`config.mk`:
```
export PLATFORM = sky130hd
export DESIGN_NAME = parity_gen
export DESIGN_NICKNAME = d
export VERILOG_FILES = /design/src/rtl/parity_pkg.sv /design/src/rtl/parity_xor_tree.sv /design/src/rtl/parity_gen.sv
export SDC_FILE = /design/constraint.sdc
export NUM_CORES = 1
export LEC_CHECK = 0
export ABC_AREA = 1
export CAP_MARGIN = 40
export CORE_AREA = 3 3 40 42
export DETAILED_ROUTE_END_ITERATION = 8
export DIE_AREA = 0 0 43 45
export PLACE_DENSITY_LB_ADDON = 0.08
export SYNTH_ARGS = -nofsm -noshare
export SYNTH_HDL_FRONTEND = slang
export SYNTH_SLANG_ARGS = --single-unit
```
`constraint.sdc`:
```
create_clock -name clk -period 1.04 [get_ports clk]
set_input_delay 0.156 -clock clk [delete_from_list [all_inputs] [get_ports clk]]
set_output_delay 0.156 -clock clk [all_outputs]
set_load 0.005 [all_outputs]
```
`src/rtl/parity_pkg.sv`:
```
// Shared constants for the parity generator/checker.
package parity_pkg;

  localparam logic PARITY_EVEN = 1'b0;
  localparam logic PARITY_ODD  = 1'b1;

  localparam int unsigned ERR_CNT_W = 16;
  typedef logic [ERR_CNT_W-1:0] err_cnt_t;
  localparam err_cnt_t ERR_CNT_MAX = '1;

endpackage

```
`src/rtl/parity_xor_tree.sv`:
```
// Balanced combinational XOR reduction of a WIDTH-bit word to one even-parity bit.
module parity_xor_tree #(
  parameter int unsigned WIDTH = 8
) (
  input  logic [WIDTH-1:0] data_i,
  output logic             parity_o
);

  localparam int unsigned Levels = (WIDTH > 1) ? $clog2(WIDTH) : 0;
  localparam int unsigned Leaves = 1 << Levels;

  // Level 0 holds the zero-padded leaves; each further level halves the node count.
  for (genvar l = 0; l <= Levels; l++) begin : g_lvl
    logic [(Leaves >> l)-1:0] node;
    if (l == 0) begin : g_leaf
      for (genvar i = 0; i < Leaves; i++) begin : g_in
        if (i < WIDTH) begin : g_data
          assign node[i] = data_i[i];
        end else begin : g_pad
          assign node[i] = 1'b0;
        end
      end
    end else begin : g_red
      for (genvar i = 0; i < (Leaves >> l); i++) begin : g_x
        assign node[i] = g_lvl[l-1].node[2*i] ^ g_lvl[l-1].node[2*i+1];
      end
    end
  end

  assign parity_o = g_lvl[Levels].node[0];

endmodule

```
`src/rtl/parity_gen.sv`:
```
// Registered parity generator/checker with one-cycle latency.
// Define PARITY_ERR_CNT_EN to add the saturating err_cnt mismatch counter.
module parity_gen
  import parity_pkg::*;
#(
  parameter int unsigned WIDTH = 8
) (
  input  logic             clk,
  input  logic             rst,
  input  logic [WIDTH-1:0] data_in,
  input  logic             in_valid,
  input  logic             odd_sel,
  input  logic             parity_in,
  output logic             parity_comb,
  output logic             parity_out,
  output logic             out_valid,
  output logic             mismatch
`ifdef PARITY_ERR_CNT_EN
  ,
  output err_cnt_t         err_cnt
`endif
);

  logic even_par;
  logic parity_d, parity_q;
  logic mismatch_d, mismatch_q;
  logic valid_q;

  parity_xor_tree #(
    .WIDTH(WIDTH)
  ) u_xor_tree (
    .data_i  (data_in),
    .parity_o(even_par)
  );

  always_comb begin
    parity_d   = even_par ^ (odd_sel == PARITY_ODD);
    mismatch_d = (parity_in != parity_d);
  end

  // Data-path registers only load on in_valid, so idle-cycle data never reaches them.
  always_ff @(posedge clk or posedge rst) begin
    if (rst) begin
      parity_q   <= 1'b0;
      mismatch_q <= 1'b0;
      valid_q    <= 1'b0;
    end else begin
      valid_q <= in_valid;
      if (in_valid) begin
        parity_q   <= parity_d;
        mismatch_q <= mismatch_d;
      end
    end
  end

  assign parity_comb = even_par;
  assign parity_out  = parity_q;
  assign out_valid   = valid_q;
  assign mismatch    = mismatch_q;

`ifdef PARITY_ERR_CNT_EN
  err_cnt_t err_cnt_d, err_cnt_q;

  always_comb begin
    err_cnt_d = err_cnt_q;
    if (in_valid && mismatch_d && (err_cnt_q != ERR_CNT_MAX)) begin
      err_cnt_d = err_cnt_q + ERR_CNT_W'(1);
    end
  end

  always_ff @(posedge clk or posedge rst) begin
    if (rst) begin
      err_cnt_q <= '0;
    end else begin
      err_cnt_q <= err_cnt_d;
    end
  end

  assign err_cnt = err_cnt_q;
`endif

endmodule

```
==> results.txt <==
The total of endpoints with negative setup slack in the final report came out at 0. For this run, the number of Yosys warnings is 0. STA classifies the critical path endpoint as a primary output. The minimum period implied by the final worst setup slack is 1.001 ns. Setup repair after global routing could not meet its margin everywhere.

In this run the power spent charging and discharging nets is 0.0001746 W. The count of final hold-check violations is 0. The fraction of the mapped netlist area in compound gates came out at 1.569%. The placed instance count is 96. Counting cells, the worst reg-to-reg path comes to 3. The post-route netlist has 34.88% of its cells at a drive strength greater than 1.

The register bit total from synthesis came out at 3. The later pin in the worst-skew pair is clocked with a latency of 0.23 ns. In the post-synthesis netlist, the biggest area contributors are nand2_1 40%, dfrtp_1 24%, inv_1 14%, nand3_1 6.3%, nand2_2 5.9%. The number of slew-limit violations in the final report came out at 0. The post-detailed-placement cell area is 528.0 µm².

Walking the worst path, the cells encountered are buf_8 -> nor2_4 -> inv_2 -> nand2_2 -> nand2_1 -> nand2_1 -> nand2_2 -> nand2_2 -> buf_2. The share of the synthesized netlist area taken by xor and xnor gates came out at 2.745%. The floorplan step defined a die boundary enclosing 1935 µm². The die height is 45 µm. In this run the critical register-to-register path is launched from mismatch. Synthesis instantiated 9 different standard cells from the library. The fraction of synthesized cell area taken by the top area cell type is 40.00%. The global-route usage over all layers is 9.583%. The leftover overflow at the end of global routing is 0. Across the VDD grid, the largest voltage drop is 0.2839 mV. The share of the clock period used by the worst path after layout is 96.22%. Across the routed clock network, the largest skew measured is 0 ns.

The cell occurring most often along the worst timing path is nand2_2. The core region is 1285 µm². The register-to-register path setup slack came out at 0.19 ns. Derived from the worst setup path, the maximum achievable clock frequency is 999.3 MHz. The fill cell total of the finished layout came out at 146. The worst register-to-register path ends at mismatch. The first-pass iteration count of the detailed router is 4. The clock drives 3 sinks. The maximum number of buffers from clock root to sink is 2.

The via count of the first global-routing pass is 386. The worst stage delay on the critical path came out at 0.11 ns. In the routed layout, each cell is associated on average with a via count of 4.218. Input and output buffers added on the ports amount to 16. The clock input transition at the sequential cells of the worst setup and hold paths is 0.04 ns. After detailed routing, the average wire length per cell comes to 7.762 µm.

The post-route total power is 0.0005846 W. STA classifies the critical path startpoint as a primary input. The share of cell area taken by muxes after synthesis came out at 3.529%.

The arrival time at the worst endpoint is 0.84 ns. The first global-routing pass estimated 1400 µm of wire. The post-route antenna net violation count is 0. The routed layout has 426 vias. The largest individual stage delay along the critical path comes from the cell nor2_4. The I/O pin count is 17.

From synthesis to final layout, the design area changed by 83.53%. The largest total area in the synthesized netlist belongs to nand2_1. The post-synth design cell area came out at 319.1 µm².

The finished layout holds 101 standard cells, fillers aside. The clock group share of total power is 34.5%. Combinational logic is responsible for 41.8% of the overall power. The TritonCTS buffer count came out at 3. The worst slew margin relative to its limit came out at 91.22%.

The final-layout worst hold slack is 0.08941 ns. The routed wire length is 784 µm. The fraction of the yosys area taken by sequential cells is 23.53%. The slew at the pin with the worst max-slew slack is 0.1311 ns.

The number of placement rows came out at 13. After Yosys synthesis, and, or, nand and nor cells account for 54.51% of the synthesized area. The largest driver fanout on the critical path is 2.

Across the run, the number of max-cap violations was 0. Summed over all cells, the static leakage comes to 0.3603 nW. The finished cells cover 585.6 µm².

In this run the worst hold path is classified as in -> async. The internal power consumption is 0.0004100 W. The critical path starts at data_in[3]. For this run, design rule violations remaining after detail routing come to 0. The switching share of power came out at 29.87%. By area, the combinational part of the netlist is dominated by simple AND/OR/NAND/NOR gates. After synthesis, the mean cell area works out to 5.230 µm². Summed over all nets, the half-perimeter wirelength after detailed placement is 650.6 µm. The net count of the finished layout is 100. The width of the chip came out at 43 µm.

The run finished with clean final reports. The adder-cell share of the synthesized area is 0%. The data required time of the worst path came out at 0.88 ns. For this design the ratio of total power to cell area is 998.3 nW/µm². Setup total negative slack on the finished layout was measured at 0 ns. The cell count after synthesis came out at 61.

The placer's final routability congestion estimate is 0.6191. The synthesized net count came out at 74. TritonCTS built the clock tree.

The number of antenna violations at the first check in global routing came out at 0. The timing endpoint of the critical path is parity_comb. The count of antenna diodes in the layout is 0.

In this run, flip-flops and latches consume 23.7% of the power. CTS built an H-tree with a depth of 1. The violation count after the first detailed-route iteration is 1.

The clock root buffer is clkbuf_4. The initial utilization of the core area, before any placement, comes to 24.83%. Entering global routing, the biggest net connects 5 pins.

The setup path with the least slack is of type in -> out.
-- worst max-delay path: cells and delay by family --
kind                   cells  cell delay, ns
AND/OR/NAND/NOR            6            0.43
buffers and inverters      3            0.25
-- per-layer routing --
metal | track usage, % | part of all wire [%] | vias to the layer above
met5 | 0 | 0 | -
met3 | 2.789 | 6.5 | 2
met2 | 17.37 | 57 | 10
met4 | 5.422 | 0.89 | 0
li1 | - | - | 227
met1 | 9.903 | 36 | 187
-- registers in the layout, summed over array words and instances (netlist names) --
| signal | flops |
|---|---|
| out_valid | 1 |
| mismatch | 1 |
| parity_out | 1 |
-- worst min path at each step --
| stage | start | endpoint | slack, ns | cells past startpoint |
|---|---|---|---|---|
| floorplan | rst | mismatch | -0.09 | 1 |
| CTS | rst | out_valid | 0.09 | 2 |
| detailed placement | rst | parity_out | 0.34 | 2 |
| global placement | rst | parity_out | 0.34 | 2 |
| finish | rst | out_valid | 0.09 | 2 |
| global route | rst | parity_out | 0.11 | 2 |
-- synthesized netlist by cell type --
cell and instances:
mux2_2 1, nand3_1 4, inv_1 12, o21ai_0 1
nand2_1 34, xnor2_1 1, nand2_2 3, dfrtp_1 3
nor2_1 2
-- what timing repair did --
item | 4_1_cts | 5_1_grt
cloned | 0 | 0
resized for setup | 35 | 21
pin swaps | 12 | 16
setup buffers | 0 | 1
hold buffers | 0 | 0
setup endpoints to repair | 6 | 5
-- area by class of cell --
type / count / area [µm²] / area share, %
Inverter: 12 / 45.04 / 7.692
Multi-Input combinational cell: 46 / 239.0 / 40.81
Timing Repair Buffer: 21 / 181.4 / 30.98
Sequential cell: 3 / 75.07 / 12.82
Tap cell: 15 / 18.77 / 3.205
Clock buffer: 4 / 26.28 / 4.487
-- cell families (layout without fill, tap and decap cells) --
family                    Yosys count  in the layout
buffers and inverters              12             37
AOI/OAI and AO/OA                   1              1
xor gates and xnor gates            1              1
DFF                                 3              3
muxes                               1              1
and+or+nand+nor                    43             43
-- through the flow --
| step | util, % | worst slack, ns |
|---|---|---|
| finish | 45.57 | 0.03930 |
| global route | 45.57 | -0.05885 |
| CTS | 43.72 | -0.08112 |
| detailed placement | 41.09 | -0.7085 |
| global placement | 41.09 | -0.7118 |
| floorplan | - | 0.1020 |
-- cell usage in the layout, fill, tap and decap left out --
master / Yosys / routed
nand2_1: 34 / 31
inv_1: 12 / 11
nand2_2: 3 / 5
clkdlybuf4s50_1: 0 / 4
clkbuf_2: 0 / 4
buf_6: 0 / 4
clkbuf_4: 0 / 3
dfrtp_1: 3 / 3
buf_4: 0 / 3
nand3_2: 0 / 2
nand3_1: 4 / 2
buf_2: 0 / 2
clkdlybuf4s15_1: 0 / 2
xnor2_2: 0 / 1
nor2_4: 0 / 1
nand2_4: 0 / 1
nor2_2: 0 / 1
inv_2: 0 / 1
mux2_2: 1 / 1
o21ai_0: 1 / 1
clkbuf_1: 0 / 1
buf_8: 0 / 1
dlygate4sd2_1: 0 / 1
-- power groups by stage --
| stage | registers (W) | logic (W) | clock network [W] |
|---|---|---|---|
| final | 0.000138 | 0.000244 | 0.000202 |
| after global routing | 0.000140 | 0.000276 | 0.000224 |
| after CTS | 0.000139 | 0.000222 | 0.000207 |
| after detailed placement | 0.000141 | 0.000230 | 0 |
| after global placement | 0.000140 | 0.000229 | 0 |
| after floorplan | 0.000141 | 0.0000975 | 0 |
(Power assumes the default switching activity.)
